## src/rtl/s2p_write_ctrl.sv

```systemverilog
// Serial-to-parallel write controller: shifts one word in LSB first, strobes
// it as a parallel word, then pulses the MRAM write enable at a counting address.
module s2p_write_ctrl #(
   parameter int BUS_WIDTH  = 16,
   parameter int ADDR_WIDTH = 8,
   parameter int WR_PULSE   = 4
) (
   input  logic                  clk,
   input  logic                  rst_n,
   input  logic                  start,
   input  logic                  abort,
   input  logic                  serial_in,
   input  logic                  load_addr,
   input  logic [ADDR_WIDTH-1:0] base_addr,
   input  logic                  clr_err,
   output logic                  s2p_en,
   output logic                  s2p_din,
   output logic                  s2p_send,
   output logic                  mram_we,
   output logic [ADDR_WIDTH-1:0] mram_addr,
   output logic                  busy,
   output logic                  done,
   output logic                  err
);

   localparam int BIT_W = $clog2(BUS_WIDTH + 1);
   localparam int WR_W  = $clog2(WR_PULSE + 1);
   localparam logic [BIT_W-1:0] BIT_LAST = BIT_W'(BUS_WIDTH - 1);
   localparam logic [WR_W-1:0]  WR_LAST  = WR_W'(WR_PULSE - 1);

   typedef enum logic [2:0] {
      ST_IDLE,
      ST_SHIFT,
      ST_SEND,
      ST_WRITE,
      ST_DONE
   } state_t;

   state_t                r_state;
   logic [BIT_W-1:0]      r_bit_cnt;
   logic [WR_W-1:0]       r_wr_cnt;
   logic [ADDR_WIDTH-1:0] r_addr;
   logic                  r_s2p_en;
   logic                  r_s2p_send;
   logic                  r_mram_we;
   logic                  r_busy;
   logic                  r_done;
   logic                  r_err;

   assign s2p_din   = serial_in;
   assign s2p_en    = r_s2p_en;
   assign s2p_send  = r_s2p_send;
   assign mram_we   = r_mram_we;
   assign mram_addr = r_addr;
   assign busy      = r_busy;
   assign done      = r_done;
   assign err       = r_err;

   // NOTE: every register here is state, so only non-blocking assignments are
   // used; the async clear drives all outputs low without waiting for clk.
   always_ff @(posedge clk or negedge rst_n) begin
      if (!rst_n) begin
         r_state    <= ST_IDLE;
         r_bit_cnt  <= '0;
         r_wr_cnt   <= '0;
         r_addr     <= '0;
         r_s2p_en   <= 1'b0;
         r_s2p_send <= 1'b0;
         r_mram_we  <= 1'b0;
         r_busy     <= 1'b0;
         r_done     <= 1'b0;
         r_err      <= 1'b0;
      end else begin
         // Setting wins over clearing when both happen in the same cycle.
         if (start && r_busy) begin
            r_err <= 1'b1;
         end else if (clr_err) begin
            r_err <= 1'b0;
         end

         unique case (r_state)
            ST_IDLE: begin
               if (load_addr) begin
                  r_addr <= base_addr;
               end
               if (start && !abort) begin
                  r_state   <= ST_SHIFT;
                  r_bit_cnt <= '0;
                  r_s2p_en  <= 1'b1;
                  r_busy    <= 1'b1;
               end
            end

            ST_SHIFT: begin
               if (abort) begin
                  r_state  <= ST_IDLE;
                  r_s2p_en <= 1'b0;
                  r_busy   <= 1'b0;
               end else if (r_bit_cnt == BIT_LAST) begin
                  r_state    <= ST_SEND;
                  r_s2p_en   <= 1'b0;
                  r_s2p_send <= 1'b1;
               end else begin
                  r_bit_cnt <= r_bit_cnt + BIT_W'(1);
               end
            end

            ST_SEND: begin
               r_s2p_send <= 1'b0;
               if (abort) begin
                  r_state <= ST_IDLE;
                  r_busy  <= 1'b0;
               end else begin
                  r_state   <= ST_WRITE;
                  r_wr_cnt  <= '0;
                  r_mram_we <= 1'b1;
               end
            end

            ST_WRITE: begin
               if (abort) begin
                  r_state   <= ST_IDLE;
                  r_mram_we <= 1'b0;
                  r_busy    <= 1'b0;
               end else if (r_wr_cnt == WR_LAST) begin
                  r_state   <= ST_DONE;
                  r_mram_we <= 1'b0;
                  r_done    <= 1'b1;
               end else begin
                  r_wr_cnt <= r_wr_cnt + WR_W'(1);
               end
            end

            ST_DONE: begin
               r_state <= ST_IDLE;
               r_addr  <= r_addr + ADDR_WIDTH'(1);
               r_done  <= 1'b0;
               r_busy  <= 1'b0;
            end

            default: begin
               r_state    <= ST_IDLE;
               r_s2p_en   <= 1'b0;
               r_s2p_send <= 1'b0;
               r_mram_we  <= 1'b0;
               r_busy     <= 1'b0;
               r_done     <= 1'b0;
            end
         endcase
      end
   end

endmodule

```

## config.mk

```make
export PLATFORM = sky130hd
export DESIGN_NAME = s2p_write_ctrl
export DESIGN_NICKNAME = d
export VERILOG_FILES = /design/src/rtl/s2p_write_ctrl.sv
export SDC_FILE = /design/constraint.sdc
export NUM_CORES = 1
export LEC_CHECK = 0
export BUFFER_PORTS_ARGS = -buffer_cell sky130_fd_sc_hd__clkbuf_2
export CAP_MARGIN = 20
export CORE_MARGIN = 2
export CORE_UTILIZATION = 42
export CTS_CLUSTER_DIAMETER = 200
export DETAILED_ROUTE_END_ITERATION = 12
export PLACE_DENSITY_LB_ADDON = 0.15
export SYNTH_ARGS = -nofsm -noshare
export SYNTH_HDL_FRONTEND = slang
export SYNTH_SLANG_ARGS = --single-unit
export TNS_END_PERCENT = 30
```

## constraint.sdc

```tcl
create_clock -name clk -period 5.4 [get_ports clk]
set_input_delay 0.54 -clock clk [delete_from_list [all_inputs] [get_ports clk]]
set_output_delay 0.54 -clock clk [all_outputs]
set_load 0.02 [all_outputs]
```

==> flow_metrics.tcl, run 1 <==
set metrics [dict create \
    synthSimpleGateAreaFrac 0.227 \
    finalCritPeriodShare 0.366 \
    p_int_uw 279 \
    yosys_warnings 0 \
    slew_headroom 0.439 \
    yosysSeqAreaShare 0.423 \
    fmax_mhz 507 \
    cts_post_setup_buffers_inserted 0 \
    tns_ps 0 \
    setup_viol 0 \
    slew_violations 0 \
    cts_resized 0 \
    antennaDiodeCount 0 \
    synth_top_family_by_area "simple AND/OR/NAND/NOR gates" \
    p_clk_frac 0.204 \
    rsz0062_at_grt "false" \
    vias_per_cell 5.67 \
    yosysTopAreaCellShare 0.423 \
    track_usage 0.174 \
    p_per_area_nw_per_um2 257 \
    critical-path-top-delay-family "simple AND/OR/NAND/NOR gates" \
    htree_levels 1 \
    critPathLaunchType "flip-flop" \
    nets 206 \
    cp.buffers_inverters 0 \
    grt_overflow 0 \
    sw_frac_of_total 0.343 \
    synthAdderAreaFrac 0.0507 \
    syn_nets 182 \
    worst_pin_slew_ps 842 \
    setup.worst_path.end_class "flip-flop" \
    cp_max_fo 7 \
    pin_count 30 \
    firstDrtPassIters 4 \
    cap_violations 0 \
    path_cells "ha_1 -> and3_1 -> ha_1 -> a21oi_2 -> nand3_4 -> or3_1 -> a32oi_1" \
    drt_iter0_markers 57 \
    synth.area.mux_share 0.0144 \
    area_growth_pct 11.6 \
    avgSynthCellArea_um2 9.19 \
    final_area_um2 1650 \
    antenna_found_initial 0 \
    finalHoldViolCount 0 \
    synth-edff-count 0 \
    synth_ff_type "dfrtp_1" \
    synth_top_area_cell "dfrtp_1" \
    grt_pass1_vias 1220 \
    grt_max_degree 26 \
    hpwlAfterDp_um 2340 \
    leakage_uw 0.000739 \
    cts_made_buffers 3 \
    critPathKind "reg -> reg" \
    seqPwrFrac 0.547 \
    cts_sinks 25 \
    routed_wl_um 3320 \
    root_buffer "clkbuf_4" \
    start_util 0.440 \
    crit_top_cell "ha_1" \
    die_x_um 63.4 \
    arrival_ps 2230 \
    ctsHoldBuffers 0 \
    drive_gt1_frac 0.217 \
    drt.antenna.violating_nets 0 \
    cp_slowest_cell "dfrtp_1" \
    grt_pass1_wl_um 5600 \
    holdWs_ps 204 \
    fillCellCount 357 \
    pwr-share-comb 0.249 \
    syn_inst 161 \
    synth_compound_area_frac 0.225 \
    synthTopCellsByCount "dfrtp_1, a21oi_1, nand2_1" \
    hp-class "in -> async" \
    synth_most_common_cell "dfrtp_1" \
    synth_cell_type_count 49 \
    die_y_um 63.4 \
    peakVddDrop_uv 127 \
    num_rows 21 \
    fin_crit_ps 1970 \
    path_clk_slew_ps 140 \
    clk_path_buf_depth 2 \
    io_buffer_count 27 \
    p_switching_uw 146 \
    synth_area_leaders "dfrtp_1, ha_1, a21oi_1, o21ai_0, nand2_1" \
    required_ps 5650 \
    clkLatencyLatePin_ps 320 \
    status "finished clean" \
    via_count 1303 \
    cts_tree "built" \
    wl_per_cell_um 14.4 \
    synth_area_um2 1480 \
    drc 0 \
    synth_seq_cells 25 \
    design.die.area_um2 4020 \
    core_um2 3360 \
    slowest_delay_ps 430 \
    place_congestion 0.798 \
    synthXorXnorAreaFrac 0.00592 \
    async_flop_share 1.00 \
    finClkSkew_ps 8.47 \
    dpl-instance-area_um2 1630 \
]
-- registers in the layout, summed over array words and instances, names as in the netlist --
name and flops:
done 1, s2p_send 1, r_state 3, mram_addr 8
s2p_en 1, mram_we 1, r_wr_cnt 3, r_bit_cnt 5
err 1, busy 1
-- worst paths after layout --
path,startpoint,to,slack [ps],depth (start not counted)
min in group clk,clr_err,err,410,2
worst min-delay path,rst_n,mram_addr[5],200,1
worst min register to register,r_bit_cnt[4],r_bit_cnt[4],530,2
worst max register to register,r_bit_cnt[0],r_bit_cnt[3],3430,7
worst max-delay path,r_bit_cnt[0],r_bit_cnt[3],3430,7
max in group asynchronous,rst_n,mram_we,4780,1
-- per-stage QoR --
| stage | total power (uW) | setup slack (ps) | util | cells |
|---|---|---|---|---|
| after CTS | 428 | 3430 | 0.491 | 230 |
| after global routing | 453 | 3320 | 0.491 | 230 |
| after floorplan | 304 | 3570 | - | 161 |
| after global placement | 338 | 3530 | 0.483 | 226 |
| after detailed placement | 342 | 3430 | 0.483 | 226 |
| final | 425 | 3430 | 0.491 | 230 |
-- final cells by class --
type | instances | area, um^2 | share of cell area
timing repair buffer | 27 | 135 | 0.0818
inverter | 9 | 33.8 | 0.0205
tap | 46 | 57.6 | 0.0348
clock buffer | 4 | 26.3 | 0.0159
multi-input combinational | 119 | 773 | 0.468
sequential | 25 | 626 | 0.379
-- cell families after synthesis --
| kind of cell | Yosys count |
|---|---|
| xor+xnor | 1 |
| compound gates | 52 |
| simple gates | 58 |
| mux | 2 |
| fa+ha+maj | 6 |
| buf+inv | 17 |
| flops | 25 |
-- power by group through the flow --
stage          logic (uW)  registers (uW)  clock network, uW
3_3_place_gp          105             234                  0
5_1_grt               118             236               99.6
4_1_cts               107             231               89.1
2_1_floorplan        56.6             247                  0
6_report              106             232               86.7
3_5_place_dp          107             235                  0
-- cells in the final DEF, fill, tap and decap left out, drive strengths merged, types with 2 or more instances in the layout --
cell type / n
clkbuf: 31
dfrtp: 25
a21oi: 15
nand2: 13
o21ai: 13
nor2: 11
inv: 9
nand3: 9
ha: 6
o22ai: 5
nand4: 4
and3: 3
nand2b: 3
o31ai: 3
and2: 3
a31oi: 3
a2bb2oi: 2
o22a: 2
or3: 2
nor4: 2
nor2b: 2
or2: 2
-- layer usage --
layer	track usage	wire length, um	vias to the layer above
met5	0	0	-
met1	0.225	1500	630
li1	-	-	640
met3	0.0304	137	4
met4	0.0598	38	0
met2	0.293	1640	29
Note: power is estimated with default switching activity, not from simulation.
==> run 2, diff against run 1 <==
ABC_AREA = 1   (was default)
clock period = 1.86 ns   (was 5.4 ns; I/O delays follow)
==> run 2 against run 1 <==
Core utilization grew 1.9 points. Sequential power grew to 3.9 times the previous value. Critical path depth grew 1. Combinational power grew to 12 times the previous value. Register-to-register slack lost 3100 ps. Flip-flop and latch count is the same. Die area grew 1.8%. Synthesized area grew 1.9%.
==> flow_metrics.tcl, run 2 <==
set metrics [dict create \
    arrival_ps 1770 \
    place_congestion 0.840 \
    timing.rr.end "r_bit_cnt[0]" \
    crit_top_cell "nand2_1" \
    fillCellCount 327 \
    drc 0 \
    cp_max_fo 6 \
    synthTopCellsByCount "nand2_1, nand3_1, dfrtp_1" \
    tns_ps 0 \
    leakage_uw 0.000926 \
    slew_headroom 0.588 \
    synthSimpleGateAreaFrac 0.402 \
    cts_tree "built" \
    synth_top_family_by_area "simple AND/OR/NAND/NOR gates" \
    cts_made_buffers 3 \
    worstRegToRegCells 8 \
    synth.area.mux_share 0 \
    syn_inst 195 \
    final_common_cell "nand2_1" \
    wl_per_cell_um 11.0 \
    finalHoldViolCount 0 \
    status "finished clean" \
    cts_sinks 25 \
    synthAdderAreaFrac 0.0498 \
    drt_iter0_markers 66 \
    avgSynthCellArea_um2 7.74 \
    required_ps 2080 \
    peakVddDrop_uv 585 \
    hpwlAfterDp_um 2320 \
    drt.antenna.violating_nets 0 \
    syn_nets 216 \
    area_growth_pct 14.7 \
    cp_slowest_cell "dfrtp_1" \
    antenna_found_initial 0 \
    synth_area_um2 1510 \
    yosys_warnings 0 \
    rsz0062_at_grt "false" \
    slew_violations 0 \
    pin_count 30 \
    yosysTopAreaCellShare 0.415 \
    vias_per_cell 4.85 \
    fin_crit_ps 1550 \
    die_y_um 63.9 \
    nets 248 \
    grt_pass1_wl_um 5230 \
    largest_reg_flops 8 \
    rrSetupSlack_ps 310 \
    core_um2 3390 \
    synth_cell_type_count 25 \
    holdPathStages 2 \
    grt_pass1_vias 1215 \
    root_buffer "clkbuf_4" \
    min_from "clr_err" \
    clkLatencyLatePin_ps 320 \
    synthXorXnorAreaFrac 0 \
    hp-class "in -> reg" \
    synth_area_leaders "dfrtp_1, nand2_1, nand3_1, ha_1, nor2_1" \
    clk_path_buf_depth 2 \
    path_cells "ha_1 -> nand2_1 -> nor2_1 -> ha_1 -> o21ai_4 -> nand2_4 -> nand2_1 -> nand2_1" \
    critical-path-top-delay-family "flip-flops" \
    seq_area_um2 626 \
    cts_post_setup_buffers_inserted 0 \
    grt_max_degree 26 \
    synth_top_area_cell "dfrtp_1" \
    finClkSkew_ps 6.30 \
    layout_common_cells "nand2_1, clkbuf_2, nand3_1" \
    fmax_mhz 645 \
    synth_ff_type "dfrtp_1" \
    synth_compound_area_frac 0.0705 \
    finalCritPeriodShare 0.834 \
    reg2reg_from "r_bit_cnt[0]" \
    die_x_um 63.9 \
    antennaDiodeCount 0 \
    synth_seq_cells 25 \
    htree_levels 1 \
    io_buffer_count 27 \
    setup_viol 0 \
    critPathLaunchType "flip-flop" \
    num_rows 21 \
    cp.buffers_inverters 0 \
    fin_total_pwr_uw 2420 \
    drive_gt1_frac 0.221 \
    setup.worst_path.end_class "flip-flop" \
    track_usage 0.159 \
    slowest_delay_ps 440 \
    multi_input_area_um2 788 \
    async_flop_share 1.00 \
    synth_most_common_cell "nand2_1" \
    firstDrtPassIters 4 \
    yosysSeqAreaShare 0.415 \
    design.die.area_um2 4090 \
    start_util 0.445 \
    via_count 1319 \
    min_to "err" \
    grt_overflow 0 \
    p_per_area_nw_per_um2 1400 \
    worst_pin_slew_ps 618 \
    critPathKind "reg -> reg" \
    routed_wl_um 2990 \
    cap_violations 0 \
    synth-edff-count 0 \
    path_clk_slew_ps 140 \
]
-- run 2: worst max-delay path by stage --
stage / start / endpoint / slack [ps] / cells after the start
5_1_grt: r_bit_cnt[0] / r_bit_cnt[0] / 170 / 8
2_1_floorplan: r_bit_cnt[0] / r_bit_cnt[0] / 420 / 8
3_5_place_dp: r_bit_cnt[0] / r_bit_cnt[0] / 320 / 8
6_report: r_bit_cnt[0] / r_bit_cnt[0] / 310 / 8
4_1_cts: r_bit_cnt[0] / r_bit_cnt[0] / 300 / 8
3_3_place_gp: r_bit_cnt[0] / r_bit_cnt[0] / 360 / 8
-- run 2: cells by family (layout without fill, tap and decap cells) --
group,count (synthesis),after routing
AO/OA/AOI/OAI,17,17
adder cells (fa/ha/maj),6,6
buffers and inverters,23,54
flip-flops,25,25
AND/OR/NAND/NOR,124,124
-- run 2: stage by stage --
stage	cell area [um^2]	worst slack (ps)	cells	util	hold WS (ps)
2_1_floorplan	1510	419	195	-	-110
3_3_place_gp	1690	359	267	0.500	243
3_5_place_dp	1690	320	267	0.500	237
4_1_cts	1730	302	272	0.511	20.0
5_1_grt	1730	173	272	0.511	33.5
6_report	1730	309	272	0.511	34.3
-- run 2: metal layers --
metal	wire length, um	GRT usage	up-vias
met5	0	0	-
met4	18	0.0272	0
met2	1370	0.275	30
met1	1460	0.202	585
met3	141	0.0405	2
li1	-	-	702
-- run 2: area by class of cell --
class / count / share of cell area
multi-input combinational: 147 / 0.456
sequential: 25 / 0.362
timing repair buffer: 28 / 0.0839
inverter: 22 / 0.0506
tap: 46 / 0.0333
clock buffer: 4 / 0.0152
-- run 2: what timing repair did --
item | 4_1_cts | 5_1_grt
hold buffers | 1 | 0
resized for setup | 0 | 0
endpoints found under the hold margin | 25 | 0
-- run 2: power breakdown --
part	switching, uW	internal [uW]	leakage, uW
Clock	161	83.9	0.0000150
Combinational	834	433	0.000593
Sequential	192	719	0.000318
==> run 3, diff against run 2 <==
ABC_AREA = 0   (was 1)
clock period = 1.3 ns   (was 1.86 ns; I/O delays follow)
==> run 3 against run 2 <==
The run now ends with setup timing left. Cell count increased by 1.1%. First-iteration DRC count rose by 26%. Flip-flop and latch count unchanged. Non-clock buffer count grew 44. Power fell by 18%. Clock power increased by 50%. Final area is 26% higher. Largest cell class unchanged. Global-route usage up 5.2 points. Largest power group is now sequential cells.
==> flow_metrics.tcl, run 3 (same netlist as run 1, synthesis figures left out) <==
set metrics [dict create \
    cp_max_fo 4 \
    pin_count 30 \
    arrival_ps 2030 \
    cts_sinks 25 \
    grt_pass1_vias 1553 \
    path_clk_slew_ps 150 \
    setup_viol 17 \
    start_util 0.440 \
    final_cell_count_no_fill 275 \
    place_congestion 0.820 \
    dpl-instance-area_um2 1950 \
    clkLatencyLatePin_ps 330 \
    finClkSkew_ps 12.9 \
    cts_tree "built" \
    design.die.area_um2 4020 \
    critPathKind "reg -> reg" \
    io_buffer_count 27 \
    hp-class "in -> reg" \
    via_count 1503 \
    layout_common_cells "buf_4, clkbuf_2, dfrtp_1" \
    largest_reg_flops 8 \
    slew_headroom 0.558 \
    failed_checks "setup timing" \
    setup_ws_ps -478 \
    required_ps 1550 \
    cp_slowest_cell "dfrtp_1" \
    holdPathStages 3 \
    drive_gt1_frac 0.489 \
    track_usage 0.211 \
    grt_overflow 0 \
    status "finished with violations" \
    area_growth_pct 47.8 \
    rrSetupSlack_ps -480 \
    wl_per_cell_um 15.1 \
    path_cells "ha_2 -> and3_4 -> ha_4 -> a21oi_4 -> nand3_4 -> or3_1 -> a32oi_1" \
    grt_pass1_wl_um 6780 \
    finalCritPeriodShare 1.37 \
    finish.utilization 0.650 \
    worstRegToRegCells 7 \
    final_area_um2 2190 \
    firstDrtPassIters 4 \
    hpwlAfterDp_um 2870 \
    antenna_found_initial 0 \
    critPathLaunchType "flip-flop" \
    fmax_mhz 562 \
    cts_made_buffers 3 \
    num_rows 21 \
    finalHoldViolCount 0 \
    cap_violations 0 \
    htree_levels 1 \
    antennaDiodeCount 0 \
    worst_pin_slew_ps 663 \
    root_buffer "clkbuf_4" \
    routed_wl_um 4140 \
    final_common_cell "buf_4" \
    drt.antenna.violating_nets 0 \
    nets 251 \
    grt_max_degree 26 \
    setup.worst_path.end_class "flip-flop" \
    drt_iter0_markers 83 \
    die_x_um 63.4 \
    slew_violations 0 \
    clk_path_buf_depth 2 \
    leakage_uw 0.000988 \
    drc 0 \
    core_um2 3360 \
    p_per_area_nw_per_um2 909 \
    fin_crit_ps 1780 \
    peakVddDrop_uv 698 \
    die_y_um 63.4 \
    vias_per_cell 5.47 \
    slowest_delay_ps 430 \
    rsz0062_at_grt "true" \
    place_inst 265 \
]
-- run 3: critical path, delay by kind of cell, from the launching register on --
kind | cells | cell delay [ps]
AO/OA/AOI/OAI | 2 | 300
flip-flops | 1 | 430
adder cells (fa/ha/maj) | 2 | 360
AND/OR/NAND/NOR | 3 | 610
-- run 3: path summary, 6_finish.rpt --
kind / endpoint / from
max: r_bit_cnt[3] / r_bit_cnt[1]
min: mram_addr[1] / base_addr[1]
max reg2reg: r_bit_cnt[3] / r_bit_cnt[1]
min reg2reg: mram_we / mram_we
max in group asynchronous: r_state[0] / rst_n
min in group asynchronous: mram_addr[4] / rst_n
-- run 3: cell type report --
cell class	count	area, um^2
clock inverter	1	5.00
timing repair buffer	72	497
tap	46	57.6
fill	288	1180
multi-input combinational	119	943
clock buffer	3	22.5
inverter	9	33.8
sequential	25	628
-- run 3: power by group --
group          internal (uW)  total [uW]  switching [uW]  leakage (uW)
Combinational            324         681             356      0.000673
Clock                    115         368             253     0.0000177
Sequential               857         940            83.3      0.000297
Total                   1300        1990             692      0.000988
-- run 3: stage by stage --
stage | setup TNS (ps) | setup slack, ps | hold slack (ps) | power [uW]
after floorplan | -1630 | -361 | -166 | 1270
after global placement | -2610 | -366 | 183 | 1530
after detailed placement | -3340 | -422 | 196 | 1560
after CTS | -3440 | -457 | 70.8 | 1960
after global routing | -4910 | -537 | 66.4 | 2120
final | -3860 | -478 | 78.0 | 1990
-- run 3: metal layers --
layer | wire [um] | part of all wire | vias up | GRT usage
met3 | 106 | 0.026 | 8 | 0.0304
li1 | - | - | 731 | -
met2 | 2320 | 0.56 | 28 | 0.405
met4 | 76 | 0.018 | 0 | 0.0870
met5 | 0 | 0 | - | 0
met1 | 1640 | 0.40 | 736 | 0.228
-- run 3: timing repair --
item | in CTS | in global routing
gates resized for setup | 22 | 22
hold buffers | 2 | 0
endpoints found under the hold margin | 26 | 0
pin swaps | 8 | 7
buffers inserted | 4 | 1
endpoints found under the setup margin | 23 | 22
